**src/rtl/div_iter_pkg.sv**
```systemverilog
// Shared definitions for the iterative divider:
// FSM encoding, iteration count, E-stage aluop codes.
package div_iter_pkg;

  localparam int WIDTH     = 32;
  localparam int DIV_STEPS = 32;

  localparam logic [7:0] EXE_DIV_OP  = 8'b0001_1010;
  localparam logic [7:0] EXE_DIVU_OP = 8'b0001_1011;

  typedef enum logic [1:0] {
    S_IDLE,
    S_BUSY,
    S_DONE
  } state_t;

  function automatic logic [WIDTH-1:0] neg_if(
    input logic             s,
    input logic [WIDTH-1:0] v
  );
    return s ? (~v + 1'b1) : v;
  endfunction

endpackage

```
**src/rtl/div_iter_if.sv**
```systemverilog
// Request/response bundle between the E stage
// and the divider.
interface div_iter_if
  import div_iter_pkg::*;
();

  logic               start;
  logic               signed_div;
  logic               cancel;
  logic [WIDTH-1:0]   a;
  logic [WIDTH-1:0]   b;
  logic               stall;
  logic               valid;
  logic [2*WIDTH-1:0] result;

  modport master (
    output start, signed_div, cancel, a, b,
    input  stall, valid, result
  );

  modport slave (
    input  start, signed_div, cancel, a, b,
    output stall, valid, result
  );

endinterface

```
**src/rtl/div_step.sv**
```systemverilog
// One restoring shift-subtract iteration over the
// {r[32:0], q[31:0]} register.
module div_step
  import div_iter_pkg::*;
(
  input  logic [2*WIDTH:0]   acc,
  input  logic [WIDTH-1:0]   dvs,
  output logic [2*WIDTH:0]   acc_n
);

  logic [WIDTH+1:0] r_sh;
  logic [WIDTH+1:0] trial;

  // one spare top bit keeps the trial sign unambiguous
  assign r_sh  = {acc[2*WIDTH:WIDTH-1]};
  assign trial = r_sh - {2'b00, dvs};

  always_comb begin
    if (trial[WIDTH+1]) begin
      acc_n = {r_sh[WIDTH:0], acc[WIDTH-2:0], 1'b0};
    end else begin
      acc_n = {trial[WIDTH:0], acc[WIDTH-2:0], 1'b1};
    end
  end

endmodule

```
**src/rtl/div_iter.sv**
```systemverilog
// Iterative radix-2 DIV/DIVU unit: FSM, counter,
// operand/sign registers and sign fixup of {HI, LO}.
module div_iter
  import div_iter_pkg::*;
(
  input  logic       clk,
  input  logic       rst,
  div_iter_if.slave  bus
);

  state_t           state;
  state_t           state_n;
  logic [2*WIDTH:0] acc;
  logic [2*WIDTH:0] acc_n;
  logic [WIDTH-1:0] dvs;
  logic [4:0]       cnt;
  logic             sign_q;
  logic             sign_r;
  logic             go;
  logic             last;
  logic [WIDTH-1:0] mag_a;
  logic [WIDTH-1:0] mag_b;

  div_step u_step (
    .acc   (acc),
    .dvs   (dvs),
    .acc_n (acc_n)
  );

  assign go    = bus.start & ~bus.cancel;
  assign last  = (cnt == 5'(DIV_STEPS - 1));
  assign mag_a = neg_if(bus.signed_div & bus.a[WIDTH-1], bus.a);
  assign mag_b = neg_if(bus.signed_div & bus.b[WIDTH-1], bus.b);

  always_comb begin
    state_n   = state;
    bus.stall = 1'b0;
    bus.valid = 1'b0;
    unique case (state)
      S_IDLE: begin
        bus.stall = go;
        if (go) begin
          state_n = (bus.b == '0) ? S_DONE : S_BUSY;
        end
      end
      S_BUSY: begin
        bus.stall = 1'b1;
        if (last) state_n = S_DONE;
      end
      S_DONE: begin
        bus.valid = ~bus.cancel;
        state_n   = S_IDLE;
      end
      default: state_n = S_IDLE;
    endcase
    if (bus.cancel) state_n = S_IDLE;
  end

  always_ff @(posedge clk) begin
    if (rst) begin
      state      <= S_IDLE;
      acc        <= '0;
      dvs        <= '0;
      cnt        <= '0;
      sign_q     <= 1'b0;
      sign_r     <= 1'b0;
      bus.result <= '0;
    end else begin
      state <= state_n;
      if (state == S_IDLE && go) begin
        if (bus.b == '0) begin
          bus.result <= {bus.a, {WIDTH{1'b1}}};
        end else begin
          acc    <= {{(WIDTH+1){1'b0}}, mag_a};
          dvs    <= mag_b;
          cnt    <= '0;
          sign_q <= bus.signed_div
                    & (bus.a[WIDTH-1] ^ bus.b[WIDTH-1]);
          sign_r <= bus.signed_div & bus.a[WIDTH-1];
        end
      end
      if (state == S_BUSY && !bus.cancel) begin
        acc <= acc_n;
        cnt <= cnt + 5'd1;
        // result lands as DONE is entered so valid sees it
        if (last) begin
          bus.result <= {
            neg_if(sign_r, acc_n[2*WIDTH-1:WIDTH]),
            neg_if(sign_q, acc_n[WIDTH-1:0])
          };
        end
      end
    end
  end

endmodule

```
**src/flat_wrapper.sv**
```systemverilog
// flat-port wrapper written by rule: the top's interface ports become plain ports
module div_iter_flat import div_iter_pkg::*;
  (clk, rst, bus_start, bus_signed_div, bus_cancel, bus_a, bus_b, bus_stall, bus_valid, bus_result);
  div_iter_if bus_i ();
  input  logic clk;
  input  logic rst;
  input wire logic [$bits(bus_i.start)-1:0] bus_start;
  input wire logic [$bits(bus_i.signed_div)-1:0] bus_signed_div;
  input wire logic [$bits(bus_i.cancel)-1:0] bus_cancel;
  input wire logic [$bits(bus_i.a)-1:0] bus_a;
  input wire logic [$bits(bus_i.b)-1:0] bus_b;
  output wire logic [$bits(bus_i.stall)-1:0] bus_stall;
  output wire logic [$bits(bus_i.valid)-1:0] bus_valid;
  output wire logic [$bits(bus_i.result)-1:0] bus_result;
  assign bus_i.start = bus_start;
  assign bus_i.signed_div = bus_signed_div;
  assign bus_i.cancel = bus_cancel;
  assign bus_i.a = bus_a;
  assign bus_i.b = bus_b;
  assign bus_stall = bus_i.stall;
  assign bus_valid = bus_i.valid;
  assign bus_result = bus_i.result;
  div_iter u_core (.clk(clk), .rst(rst), .bus(bus_i));
endmodule
```
**config.mk**
```make
export PLATFORM = sky130hd
export DESIGN_NAME = div_iter_flat
export DESIGN_NICKNAME = d
export VERILOG_FILES = /design/src/rtl/div_iter_pkg.sv /design/src/rtl/div_iter_if.sv /design/src/rtl/div_step.sv /design/src/rtl/div_iter.sv /design/src/flat_wrapper.sv
export SDC_FILE = /design/constraint.sdc
export NUM_CORES = 1
export LEC_CHECK = 0
export CORE_MARGIN = 3
export CORE_UTILIZATION = 60
export DETAILED_ROUTE_END_ITERATION = 7
export PLACE_DENSITY = 0.84
export SKIP_LAST_GASP = 1
export SYNTH_ARGS = -nofsm -noshare
export SYNTH_HDL_FRONTEND = slang
export SYNTH_SLANG_ARGS = --single-unit
```
**constraint.sdc**
```tcl
create_clock -name clk -period 9.2 [get_ports clk]
set_input_delay 1.84 -clock clk [delete_from_list [all_inputs] [get_ports clk]]
set_output_delay 1.84 -clock clk [all_outputs]
set_load 0.01 [all_outputs]
```
==> qor.yml, run 1 <==
status:
  status: "finished, final reports clean"
global_routing:
  overflow: 0
  track_usage: 0.300
  antenna_found_initial: 0
  grt_max_degree: 94
  grt_pass1_vias: 10892
  grt_first_pass_wirelength_mm: 54.0
clocking:
  post_cts_buffers: 0
  postCtsHoldBufs: 0
  cts_tree: "yes"
  clock_path_buffers: 2
  clk_pin_slew_ns: 0.08
  cts-root-buf: "clkbuf_16"
  cts_sinks: 170
  cts_max_level: 4
  cts_resized: 0
  clk_latency_ns: 0.44
  numCtsBuffers: 17
yosys:
  synth_edf_count: 0
  synth_xor_area_frac: 0.101
  netlist_area_mm2: 0.0119
  synthFlopType: "dfxtp_1"
  synth.distinct_cells: 76
  syn-num-nets: 1709
  async_reset_ff_frac: 0
  synth_top_family_by_area: "compound AO/OA/AOI/OAI gates"
  yosys.area_share.adder: 0.0416
  yosysWarnings: 0
  ys_seq_area_frac: 0.286
  postSynthAreaPerCell_um2: 7.43
  synth-simple-area-share: 0.227
  synth.area.mux_share: 0.0249
  synth-seq-cells: 170
  synth_compound_area_frac: 0.262
  synth_cells: 1601
pwr:
  power.net_switching_mw: 0.565
  leakage_nw: 4.91
  power_frac_comb: 0.185
  p_per_area_mw_per_mm2: 133
  pwr-share-clk: 0.394
  vdd_drop_max_v: 0.000121
  internal_power_mw: 1.27
  switching_share: 0.308
  seqPwrFrac: 0.420
routing:
  wl_per_cell_um: 17.5
  drt_pass1_iterations: 6
  drt_iter0_drc: 984
  ant_nets: 0
  viasPerCell: 6.25
  drc: 0
  num_vias: 11981
  wl_mm: 33.6
worst_setup_path:
  slowest_delay_ns: 0.60
  required_ns: 9.55
  worstPathMaxFanout: 45
  cp_slowest_cell: "nor3_4"
  critPathCaptureType: "flop"
  cp_top_family: "compound AO/OA/AOI/OAI gates"
  path_buf_inv: 2
  ff2ff_setup_slack_ns: 3.41
  cp-start-kind: "flop"
  path_cells: "ha_1 > a21o_1 > a31oi_1 > o221ai_1 > a21oi_2 > o31ai_4 > nor3_4 > nor2_8 > buf_4 > inv_2 > nor2_1 > a21oi_1 > ha_1 > nor4b_1 > nand3_1 > o2bb2ai_1 > nor3_1 > a21oi_1 > xor2_1 > a211oi_1"
  path_class: "flop to flop"
  arrival_ns: 6.14
timing:
  period_share: 0.629
  rsz0062_at_grt: "no"
  max_freq_mhz: 173
  skew_ns: 0.0121
  worstMarginPinSlew_ns: 1.15
  finalCriticalPeriod_ns: 5.79
  slew_viol_final: 0
  finalHoldViolCount: 0
  max-slew-margin-rel: 0.231
  whs_ns: 0.462
  setup_tns_ns: 0
  setup_viol: 0
die:
  coreArea_mm2: 0.0191
  start_util: 0.623
  rows: 50
  die_height_um: 147
  ios: 135
  fp.dieW_um: 147
  dieArea_mm2: 0.0216
final_layout:
  layout_common_cells: "189 x nand2_1, 189 x nor2_1, 170 x dfxtp_1"
  num-fill-cells: 1562
  nNetsFinal: 1754
  syn2layout_area_growth_pct: 15.7
  final_layout_size_suffix_gt1_frac: 0.0458
  diodes: 0
worst_hold_path:
  hp-class: "flop to flop"
placed_design:
  gp_congestion: 0.925
  numPortBuffers: 134
  hpwlAfterDp_mm: 24.5
flow_run:
  cap_violations: 0
final timing paths:
path | from | endpoint | cells past startpoint
setup / recovery | u_core.acc[51] | u_core.bus.result[56] | 20
hold / removal | u_core.dvs[31] | u_core.dvs[31] | 2
setup reg to reg | u_core.acc[51] | u_core.bus.result[56] | 20
hold reg to reg | u_core.dvs[31] | u_core.dvs[31] | 2
area by class of cell:
type                            instances  area (um2)  share of cell area
Multi-Input combinational cell       1261        7840               0.570
Sequential cell                       170        3400               0.247
Timing Repair Buffer                  145        1420               0.103
Clock buffer                           17         425              0.0309
Tap cell                              260         325              0.0236
Inverter                               51         191              0.0139
Clock inverter                         14         156              0.0114
power by group through the flow:
stage	clock network [mW]	registers [mW]	logic [mW]
2_1_floorplan	0	0.783	0.237
3_3_place_gp	0	0.787	0.329
3_5_place_dp	0	0.788	0.333
4_1_cts	0.725	0.771	0.336
5_1_grt	0.757	0.774	0.374
6_report	0.724	0.772	0.341
cell families (layout without fill, tap and decap cells):
family / after synthesis / count (layout)
adders and majority gates: 39 / 39
xor gates and xnor gates: 137 / 137
AOI/OAI and AO/OA: 465 / 465
DFF: 170 / 170
and+or+nand+nor: 591 / 591
buffers and inverters: 170 / 227
muxes: 29 / 29
tightest hold or removal path: stages (launching register included):
cell and delay, ns:
dfxtp_1 0.31, nand2_1 0.05, a21oi_1 0.05
synthesized netlist by cell type, types with 19 or more instances:
master / count / area share
a211oi_1: 55 / 0.035
a21oi_1: 143 / 0.060
a221oi_1: 19 / 0.014
a22oi_1: 33 / 0.021
a31oi_1: 32 / 0.017
clkbuf_1: 92 / 0.029
dfxtp_1: 170 / 0.29
ha_1: 38 / 0.040
inv_1: 50 / 0.016
mux2i_1: 24 / 0.020
nand2_1: 189 / 0.060
nand3_1: 34 / 0.014
nor2_1: 191 / 0.060
nor3_1: 54 / 0.023
o21ai_0: 62 / 0.026
o31ai_1: 19 / 0.012
or3_1: 20 / 0.011
xnor2_1: 76 / 0.056
xor2_1: 61 / 0.045
metal layers:
| metal | GRT usage | vias up | share of wire |
|---|---|---|---|
| met5 | 0 | - | 0 |
| met4 | 0.105 | 0 | 0.023 |
| met3 | 0.0379 | 62 | 0.071 |
| met2 | 0.521 | 517 | 0.49 |
| met1 | 0.383 | 5543 | 0.42 |
| li1 | - | 5859 | - |
state kept, by name, indices dropped and copies added (netlist names):
register           cells
u_core.acc            65
u_core.bus.result     64
u_core.dvs            32
u_core.cnt             5
u_core.state           2
u_core.sign_q          1
u_core.sign_r          1
through the flow:
stage / std cells / util / total power [mW] / instance area, um2 / worst slack, ns
after floorplan: 1601 / - / 1.02 / 11900 / 4.66
after global placement: 1887 / 0.691 / 1.12 / 13200 / 3.37
after detailed placement: 1887 / 0.691 / 1.12 / 13200 / 3.29
after CTS: 1918 / 0.721 / 1.83 / 13800 / 3.51
after global routing: 1918 / 0.721 / 1.91 / 13800 / 3.01
final: 1918 / 0.721 / 1.84 / 13800 / 3.41
Note: power is estimated with default switching activity, not from simulation.
==> run 2, diff against run 1 <==
Settings changed: CORE_UTILIZATION 60 to 52, PLACE_DENSITY 0.84 to 0.78.
Clock period 9.2 ns to 5.1 ns, I/O delays scaled along.
==> run 2 against run 1 <==
  * Routed wire length rose by 3.2%
  * Final cell count is 2.1% higher
  * Sequential cell count is the same
  * Critical path depth decreased by 3
  * Global-route usage is 2.9 points lower
  * Non-clock buffer count increased by 20
  * Total power increased by 80%
  * Sequential power increased by 80%
  * Worst setup slack worse by 2.9 ns
  * Sequential share of layout area is 0.38 points lower
  * Critical endpoint is now u_core.bus.result[30]
  * Largest power group unchanged
==> qor.yml, run 2 (same netlist as run 1, synthesis figures left out) <==
worst_setup_path:
  path_class: "flop to flop"
  required_ns: 5.45
  cp_slowest_cell: "a21boi_0"
  crit_top_cell: "ha_1"
  worstPathMaxFanout: 24
  startpoint: "u_core.acc[51]"
  slowest_delay_ns: 0.61
  critPathCaptureType: "flop"
  r2r-start: "u_core.acc[51]"
  path_cells: "ha_1 > a21o_1 > a31oi_1 > o221ai_1 > a21oi_2 > o31ai_4 > o21a_4 > nor2_8 > inv_2 > buf_4 > ha_1 > nand3_1 > inv_1 > a21boi_0 > a21oi_1 > xor2_1 > a221oi_1"
  arrival_ns: 4.89
  cp-start-kind: "flop"
flow_run:
  cap_violations: 0
worst_hold_path:
  hp-class: "flop to flop"
  min_from: "u_core.dvs[31]"
clocking:
  cts_resized: 0
  numCtsBuffers: 17
  post_cts_buffers: 0
  cts_sinks: 170
  clk_latency_ns: 0.44
  postCtsHoldBufs: 0
  clock_path_buffers: 2
  cts-root-buf: "clkbuf_16"
  clk_pin_slew_ns: 0.08
  cts_tree: "yes"
  cts_max_level: 4
pwr:
  p_per_area_mw_per_mm2: 237
  vdd_drop_max_v: 0.000196
  leakage_nw: 5.01
timing:
  finalCriticalPeriod_ns: 4.54
  finalHoldViolCount: 0
  worstMarginPinSlew_ns: 1.08
  setup_viol: 0
  rsz0062_at_grt: "no"
  skew_ns: 0.0135
  slew_viol_final: 0
  max_freq_mhz: 220
  max-slew-margin-rel: 0.279
  setup_tns_ns: 0
  period_share: 0.891
final_layout:
  diodes: 0
  regMostFlops: "u_core.acc"
  nNetsFinal: 1774
  layout_common_cells: "189 x nand2_1, 189 x nor2_1, 170 x dfxtp_1"
  reg_top3: "u_core.acc x65, u_core.bus.result x64, u_core.dvs x32"
  final_layout_size_suffix_gt1_frac: 0.0578
  largest_register_ffs: 65
  syn2layout_area_growth_pct: 17.5
  utilization: 0.631
routing:
  drt_iter0_drc: 1110
  num_vias: 12124
  drc: 0
  viasPerCell: 6.19
  wl_mm: 34.7
  wl_per_cell_um: 17.7
  drt_pass1_iterations: 5
  ant_nets: 0
global_routing:
  grt_first_pass_wirelength_mm: 55.0
  overflow: 0
  antenna_found_initial: 0
  grt_max_degree: 86
  track_usage: 0.271
  grt_pass1_vias: 10843
placed_design:
  numPortBuffers: 134
  gp_congestion: 0.906
  hpwlAfterDp_mm: 25.6
die:
  ios: 135
  coreArea_mm2: 0.0222
  rows: 54
  fp.dieW_um: 157
  die_height_um: 157
  dieArea_mm2: 0.0247
  start_util: 0.537
status:
  status: "finished, final reports clean"
## run 2: cell types whose count changed in the layout (fill, tap and decap cells not counted)
cell        change
inv_6           +1
inv_8           -2
clkinv_8        +2
buf_4          +17
clkinv_4        +3
clkinvlp_4      -2
buf_12          +3
bufinv_16       -1
## run 2: where the power goes
group / total (mW) / internal [mW] / switching [mW] / leakage [nW]
Combinational: 0.630 / 0.251 / 0.380 / 3.36
Sequential: 1.39 / 1.36 / 0.0340 / 1.38
Clock: 1.29 / 0.651 / 0.634 / 0.277
Total: 3.31 / 2.26 / 1.05 / 5.01
## run 2: worst paths after layout
| kind | depth (start not counted) | slack [ns] | to |
|---|---|---|---|
| worst min-delay path | 2 | 0.46 | u_core.dvs[31] |
| worst max-delay path | 17 | 0.56 | u_core.bus.result[30] |
| worst max register to register | 17 | 0.56 | u_core.bus.result[30] |
| worst min register to register | 2 | 0.46 | u_core.dvs[31] |
## run 2: layer usage
metal | vias to the layer above | share of wire | global-route usage
met2 | 497 | 0.46 | 0.451
met1 | 5655 | 0.45 | 0.375
met3 | 43 | 0.077 | 0.0388
li1 | 5929 | - | -
met5 | - | 0 | 0
met4 | 0 | 0.014 | 0.0587
## run 2: stage by stage
stage          worst slack [ns]  instance area, um2  power (mW)  hold WS (ns)  instances
2_1_floorplan             0.561               11900        1.84         0.432       1601
3_3_place_gp              0.496               13400        2.03         0.443       1927
3_5_place_dp              0.476               13400        2.04         0.453       1927
4_1_cts                   0.605               14000        3.31         0.461       1959
5_1_grt                   0.168               14000        3.44         0.502       1959
6_report                  0.556               14000        3.31         0.463       1959
## run 2: cell type report
cell class	instances	area, um2
multi-input combinational	1261	7840
tap	280	350
timing repair buffer	165	1610
fill	2000	8190
clock inverter	15	156
inverter	51	191
sequential	170	3400
clock buffer	17	425
## run 2: worst max-delay path: cells and delay by family (launching register included)
family                     cells  cell delay (ns)
xor gates and xnor gates       1             0.19
AOI/OAI and AO/OA              9             2.25
buffers and inverters          3             0.45
and+or+nand+nor                2             0.47
adders and majority gates      2             0.67
DFF                            1             0.43
